## config.mk

```make
export PLATFORM = sky130hd
export DESIGN_NAME = uart_tx
export DESIGN_NICKNAME = d
export VERILOG_FILES = /design/src/rtl/uart_tx.sv
export SDC_FILE = /design/constraint.sdc
export NUM_CORES = 1
export LEC_CHECK = 0
export ABC_AREA = 1
export BUFFER_PORTS_ARGS = -buffer_cell sky130_fd_sc_hd__buf_2
export CELL_PAD_IN_SITES_DETAIL_PLACEMENT = 0
export CELL_PAD_IN_SITES_GLOBAL_PLACEMENT = 1
export CORE_UTILIZATION = 42
export CTS_CLUSTER_SIZE = 28
export DETAILED_ROUTE_END_ITERATION = 12
export HOLD_SLACK_MARGIN = 0.15
export PLACE_DENSITY = 0.88
export SETUP_SLACK_MARGIN = 0.4
export SLEW_MARGIN = 20
export SYNTH_ARGS = -nofsm -noshare
export SYNTH_HDL_FRONTEND = slang
export SYNTH_SLANG_ARGS = --single-unit
export TNS_END_PERCENT = 10
```

## constraint.sdc

```tcl
create_clock -name clk -period 2.3 [get_ports clk]
set_input_delay 0.345 -clock clk [delete_from_list [all_inputs] [get_ports clk]]
set_output_delay 0.345 -clock clk [all_outputs]
set_load 0.05 [all_outputs]
```

## src/rtl/uart_tx.sv

```systemverilog
// 8N1 (or 8E1 with UART_TX_PARITY_EN) UART transmitter.
// Bit period is 2*CLK_PER_HALF_BIT clocks; txd is registered, idle high.
module uart_tx #(
  parameter int CLK_PER_HALF_BIT = 434
) (
  input  logic       clk,
  input  logic       rst,
  input  logic [7:0] sdata,
  input  logic       tx_start,
  output logic       tx_busy,
  output logic       txd
);

  localparam int BitCyc = 2 * CLK_PER_HALF_BIT;
  localparam int CW = $clog2(BitCyc + 1);
  localparam logic [CW-1:0] LastCnt = CW'(BitCyc - 1);

  typedef enum logic [3:0] {
    s_idle,
    s_start_bit,
    s_bit_0,
    s_bit_1,
    s_bit_2,
    s_bit_3,
    s_bit_4,
    s_bit_5,
    s_bit_6,
    s_bit_7,
`ifdef UART_TX_PARITY_EN
    s_parity,
`endif
    s_stop_bit
  } state_t;

  state_t state, state_n;
  logic [CW-1:0] cnt, cnt_n;
  logic [7:0] data_q, data_n;
  logic txd_n;

  // State, bit timer, latched byte and line register.
  always_ff @(posedge clk or posedge rst) begin
    if (rst) begin
      state  <= s_idle;
      cnt    <= '0;
      data_q <= '0;
      txd    <= 1'b1;
    end else begin
      state  <= state_n;
      cnt    <= cnt_n;
      data_q <= data_n;
      txd    <= txd_n;
    end
  end

  // Next state: accept in idle, else advance once per bit period.
  always_comb begin
    state_n = state;
    cnt_n   = cnt;
    data_n  = data_q;
    if (state == s_idle) begin
      cnt_n = '0;
      if (tx_start) begin
        state_n = s_start_bit;
        data_n  = sdata;
      end
    end else if (cnt == LastCnt) begin
      cnt_n = '0;
      unique case (state)
        s_start_bit: state_n = s_bit_0;
        s_bit_0:     state_n = s_bit_1;
        s_bit_1:     state_n = s_bit_2;
        s_bit_2:     state_n = s_bit_3;
        s_bit_3:     state_n = s_bit_4;
        s_bit_4:     state_n = s_bit_5;
        s_bit_5:     state_n = s_bit_6;
        s_bit_6:     state_n = s_bit_7;
`ifdef UART_TX_PARITY_EN
        s_bit_7:     state_n = s_parity;
        s_parity:    state_n = s_stop_bit;
`else
        s_bit_7:     state_n = s_stop_bit;
`endif
        s_stop_bit:  state_n = s_idle;
        default:     state_n = s_idle;
      endcase
    end else begin
      cnt_n = cnt + CW'(1);
    end
  end

  // Line value for the state being entered, so txd stays registered.
  always_comb begin
    txd_n = 1'b1;
    unique case (state_n)
      s_start_bit: txd_n = 1'b0;
      s_bit_0:     txd_n = data_n[0];
      s_bit_1:     txd_n = data_n[1];
      s_bit_2:     txd_n = data_n[2];
      s_bit_3:     txd_n = data_n[3];
      s_bit_4:     txd_n = data_n[4];
      s_bit_5:     txd_n = data_n[5];
      s_bit_6:     txd_n = data_n[6];
      s_bit_7:     txd_n = data_n[7];
`ifdef UART_TX_PARITY_EN
      s_parity:    txd_n = ^data_n;
`endif
      default:     txd_n = 1'b1;
    endcase
  end

  assign tx_busy = (state != s_idle);

endmodule
```

Word level (Yosys, flattened, before mapping)
Memory sizes are Yosys's and may differ from the RTL's. Index checks and enable logic that the tools add are counted.

Register bits after elaboration: 23. Memory bits (read-only): 64. Word-level logic and storage cells: 26. Memories: 1.

Memories: (no name shown) (depth 16, bits a word 4, rd ports 1, clocked after memory_dff 0, write ports 0, line 68) `unique case (state)`.

Add/sub/neg operators: 1. Eq/ne operators: 10. Mux-type cells: 8. Reductions and logical operators: 2.

Operators by type and width (count): 10-bit two-way mux (2); 4-bit by 3-bit == test with 1-bit output (second input constant) (4); 8-bit two-way mux (2); 4-bit two-way mux (3); 10-bit by 1-bit adder with 10-bit output (second input constant) (1); 10-bit == test (second input constant) (1); 1-bit case mux with 9 select lines (1); 4-bit by 2-bit == test with 1-bit output (second input constant) (2); 4-bit == test (second input constant) (2); 4-bit by 1-bit == test with 1-bit output (second input constant) (1); 4-bit logical NOT (1); 4-bit nonzero test (1).

Logic depth before layout (Yosys ltp)
Depth after elaboration: 5. Gate-level depth with buffers: 14.

Least setup slack after synthesis
Ideal clock, no wire load.

Path kind: register -> register. Start: register state[0]. End: register txd. Arrival: 1.696 ns. Data required time: 2.218 ns. Path slack: 0.522 ns. Cell stages (with the launch flop): 14. Buffers on the path: 0. Period minus slack after synthesis: 1.778 ns. Cells stage by stage: dfrtp_1 > inv_1 > ha_1 > nand3_4 > nor2_4 > nand2_1 > nand2_1 > nand3_1 > nand2_1 > nand2_1 > nand2_1 > nand2_1 > nand2_1 > nand3_1.

Cells in the longest elaborated chain, start to end: 5. Elaborated cells between the ends (all ways): 16. Classes of those cells: eq/ne: 9; mux: 5; reduce/logical: 1; memory: 1.

RTL lines: from (decl) (line 35) `state_t state, state_n;`; from (signal assigned) (line 43) `state <= s_idle;`; from (signal assigned) (line 48) `state <= state_n;`; memory 16 x 4 bit; 4-bit two-way mux (line 66) `end else if (cnt == LastCnt) begin`; 4-bit two-way mux (line 60) `if (state == s_idle) begin`; 4-bit == test, or another cell as far along (line 94) `unique case (state_n)`; 1-bit case mux with 9 select lines (*) (line 94); named net txd_n (line 38) `logic txd_n;`; to (signal assigned) (line 51) `txd <= txd_n;`; to (decl) (line 11) `output logic txd`.

Mark *: on every way through the listed nets, which the timed path passes. The rest lies on a longest branch.

Final worst setup path
Start: register state[1]. End: register txd.

Elaborated cells between the ends (all ways): 16. Classes of those cells: eq/ne: 9; mux: 5; reduce/logical: 1; memory: 1.

RTL lines: 4-bit logical NOT (line 60); 8-bit two-way mux (line 60); named net data_n[4] (line 37) `logic [7:0] data_q, data_n;`; 1-bit case mux with 9 select lines (line 94); named net txd_n (line 38).

The timed path passes the listed nets, and every way through them passes these cells.

==> results.cfg <==
[sta]
setup_viol = 0
worst_pin_slew_ns = 0.857
fmax_ghz = 0.558
fin_setup_tns_ns = 0
finalMaxSlewViolations = 0
hold_viol = 0
fin_ws_ns = 0.508
finalCritPeriodShare = 0.779
period_needed_ns = 1.79
finalClockSkew_ns = 0.00854
relSlewSlack = 0.428
rsz0062_at_grt = false

[floorplanning]
start_util = 0.438
fp.dieH_um = 58.2
dieArea_um2 = 3380
ios = 13
die_w_um = 58.2
std_cell_rows = 20
core_region_area_um2 = 3030

[cells_and_area]
fin_nets = 211
final_common_cell = nand2_1
stdcell_count = 237
n_fill_cell = 284
antenna_cells = 0
fin_util = 0.509
mostFrequentLayoutCells = 49 x nand2_1, 22 x dfrtp_1, 20 x nor2_1
synthToLayoutAreaGrowth_pct = 16.3
drive_gt1_frac = 0.244

[cts]
clkSlewWorstSetupHoldPaths_ns = 0.13
ctsHoldBuffers = 0
cts_buffers = 3
cts_buffer_depth = 2
clockRootBuffer = clkbuf_4
htreeDepth = 1
worstSkewPairLatency_ns = 0.32
cts.sinks = 23
cts_tree = built

[place]
hpwl_um = 2050
port-buffer-count = 12
dp_cells = 225
gp_congestion = 0.823
dpl_worst_slack_ns = 0.414

[routing]
postRouteAntennaNets = 0
first_iter_violations = 36
via_count = 1129
wl_per_cell_um = 11.6
firstDrtPassIters = 6
totalWireLength_um = 2740
vias_per_cell = 4.76
drc = 0

[worst_setup_path]
setup.worst_path.end = txd$_DFF_PP1_
critical_path_arrival_ns = 2.05
reg2reg_slack_ns = 0.51
startpoint_type = register
r2r_cells = 12
crit_fanout = 8
r2r_start = state[1]$_DFF_PP0_
end_kind = register
r2r-end = txd$_DFF_PP1_
required_ns = 2.56
crit_type = reg -> reg
crit_start = state[1]$_DFF_PP0_

[power]
peakVddDrop_v = 0.000271
powerDensity_nw_per_um2 = 411
total_power_uw = 634
leakagePower_uw = 0.000779

[synthesis]
syn_nets = 186
synth_seq_area_share = 0.435
yosys_warnings = 0
netlist-cell-type-count = 29
synth_seq_cells = 23
synthesis.area_um2 = 1330
syn_avg_cell_area_um2 = 7.84
synthCells = 169

[global_routing]
grt_pass1_vias = 1066
overflow = 0
grt_max_degree = 24
antenna_found_initial = 0
grt_use_total = 0.186
grt_pass1_wl_um = 4740

[worst_hold_path]
min_path_type = in -> async

[job]
maxCapViolCount = 0

[run_status]
status = finished clean
-- per-stage QoR --
stage	cell area (um2)	hold slack (ns)
after floorplan	1330	0.346
after global placement	1440	0.447
after detailed placement	1440	0.466
after CTS	1470	0.220
after global routing	1540	0.233
final	1540	0.178
-- report_power, final --
group          internal, uW  switching, uW  total (uW)  leakage, uW
registers               411           1.64         412     0.000281
logic                  10.9           19.4        30.3     0.000482
clock network          67.8            123         191    0.0000150
-- worst max-delay path: stages, from the launching register on --
cell	delay, ns
dfrtp_1	0.45
inv_2	0.10
ha_2	0.20
nand3_4	0.14
nor2_4	0.24
nand2_1	0.08
nand2_1	0.12
nand3_1	0.09
nor2_1	0.09
nor2_1	0.05
nand2_1	0.07
nand2_1	0.05
nand3_1	0.06
-- cell type report --
| class | count | area, um2 | share of cell area |
|---|---|---|---|
| Clock buffer | 4 | 26.3 | 0.0170 |
| Inverter | 23 | 92.6 | 0.0601 |
| Multi-Input combinational cell | 123 | 668 | 0.433 |
| Sequential cell | 23 | 577 | 0.374 |
| Tap cell | 44 | 55.1 | 0.0357 |
| Timing Repair Buffer | 20 | 123 | 0.0795 |
-- cells in the mapped netlist (all sizes together) --
cell type  instances  area share
dfstp              1       0.020
and3               1      0.0047
o21a               1      0.0057
xnor2              1      0.0066
nand2             53        0.17
o31ai              1      0.0057
a21boi             1      0.0057
ha                 6       0.057
nand3             15       0.074
nor2              25       0.078
clkinv             1      0.0038
a21oi              5       0.019
dfrtp             22        0.42
or2                1      0.0047
nor3b              3       0.017
inv               22       0.066
nor3               4       0.015
o211ai             1      0.0094
o21ai              5       0.025
-- worst min-delay path by stage --
stage | start | endpoint | slack [ns] | cells past startpoint
2_1_floorplan | rst | cnt[0]$_DFF_PP0_ | 0.35 | 1
3_3_place_gp | cnt[0]$_DFF_PP0_ | cnt[0]$_DFF_PP0_ | 0.45 | 1
3_5_place_dp | data_q[1]$_DFF_PP0_ | data_q[1]$_DFF_PP0_ | 0.47 | 2
4_1_cts | rst | data_q[2]$_DFF_PP0_ | 0.22 | 2
5_1_grt | rst | data_q[4]$_DFF_PP0_ | 0.23 | 2
6_report | rst | data_q[4]$_DFF_PP0_ | 0.18 | 2
-- repair_timing --
item / 4_1_cts / 5_1_grt
endpoints found under the setup margin: 2 / 2
gates resized for setup: 2 / 6
endpoints found under the hold margin: 0 / 0
pin swaps: 0 / 3
setup buffers: 0 / 8
gates cloned: 0 / 0
-- metal layers --
layer | share of wire | routed length [um] | track usage
met1 | 0.46 | 1270 | 0.250
met2 | 0.47 | 1290 | 0.292
met3 | 0.041 | 112 | 0.0357
met4 | 0.024 | 67 | 0.0850
met5 | 0 | 0 | 0
-- registers in the layout, summed over array words and instances (netlist names) --
| name | count |
|---|---|
| state | 4 |
| cnt | 10 |
| txd | 1 |
| data_q | 8 |
-- cells by family (layout without fill, tap and decap cells) --
group / after synthesis / in the layout / synth area share
flip-flops: 23 / 23 / 0.435
adder cells (fa/ha/maj): 6 / 6 / 0.0567
buffers and inverters: 23 / 47 / 0.0699
XOR/XNOR: 1 / 1 / 0.00661
AND/OR/NAND/NOR: 102 / 102 / 0.362
AO/OA/AOI/OAI: 14 / 14 / 0.0699
(Power assumes the default switching activity.)
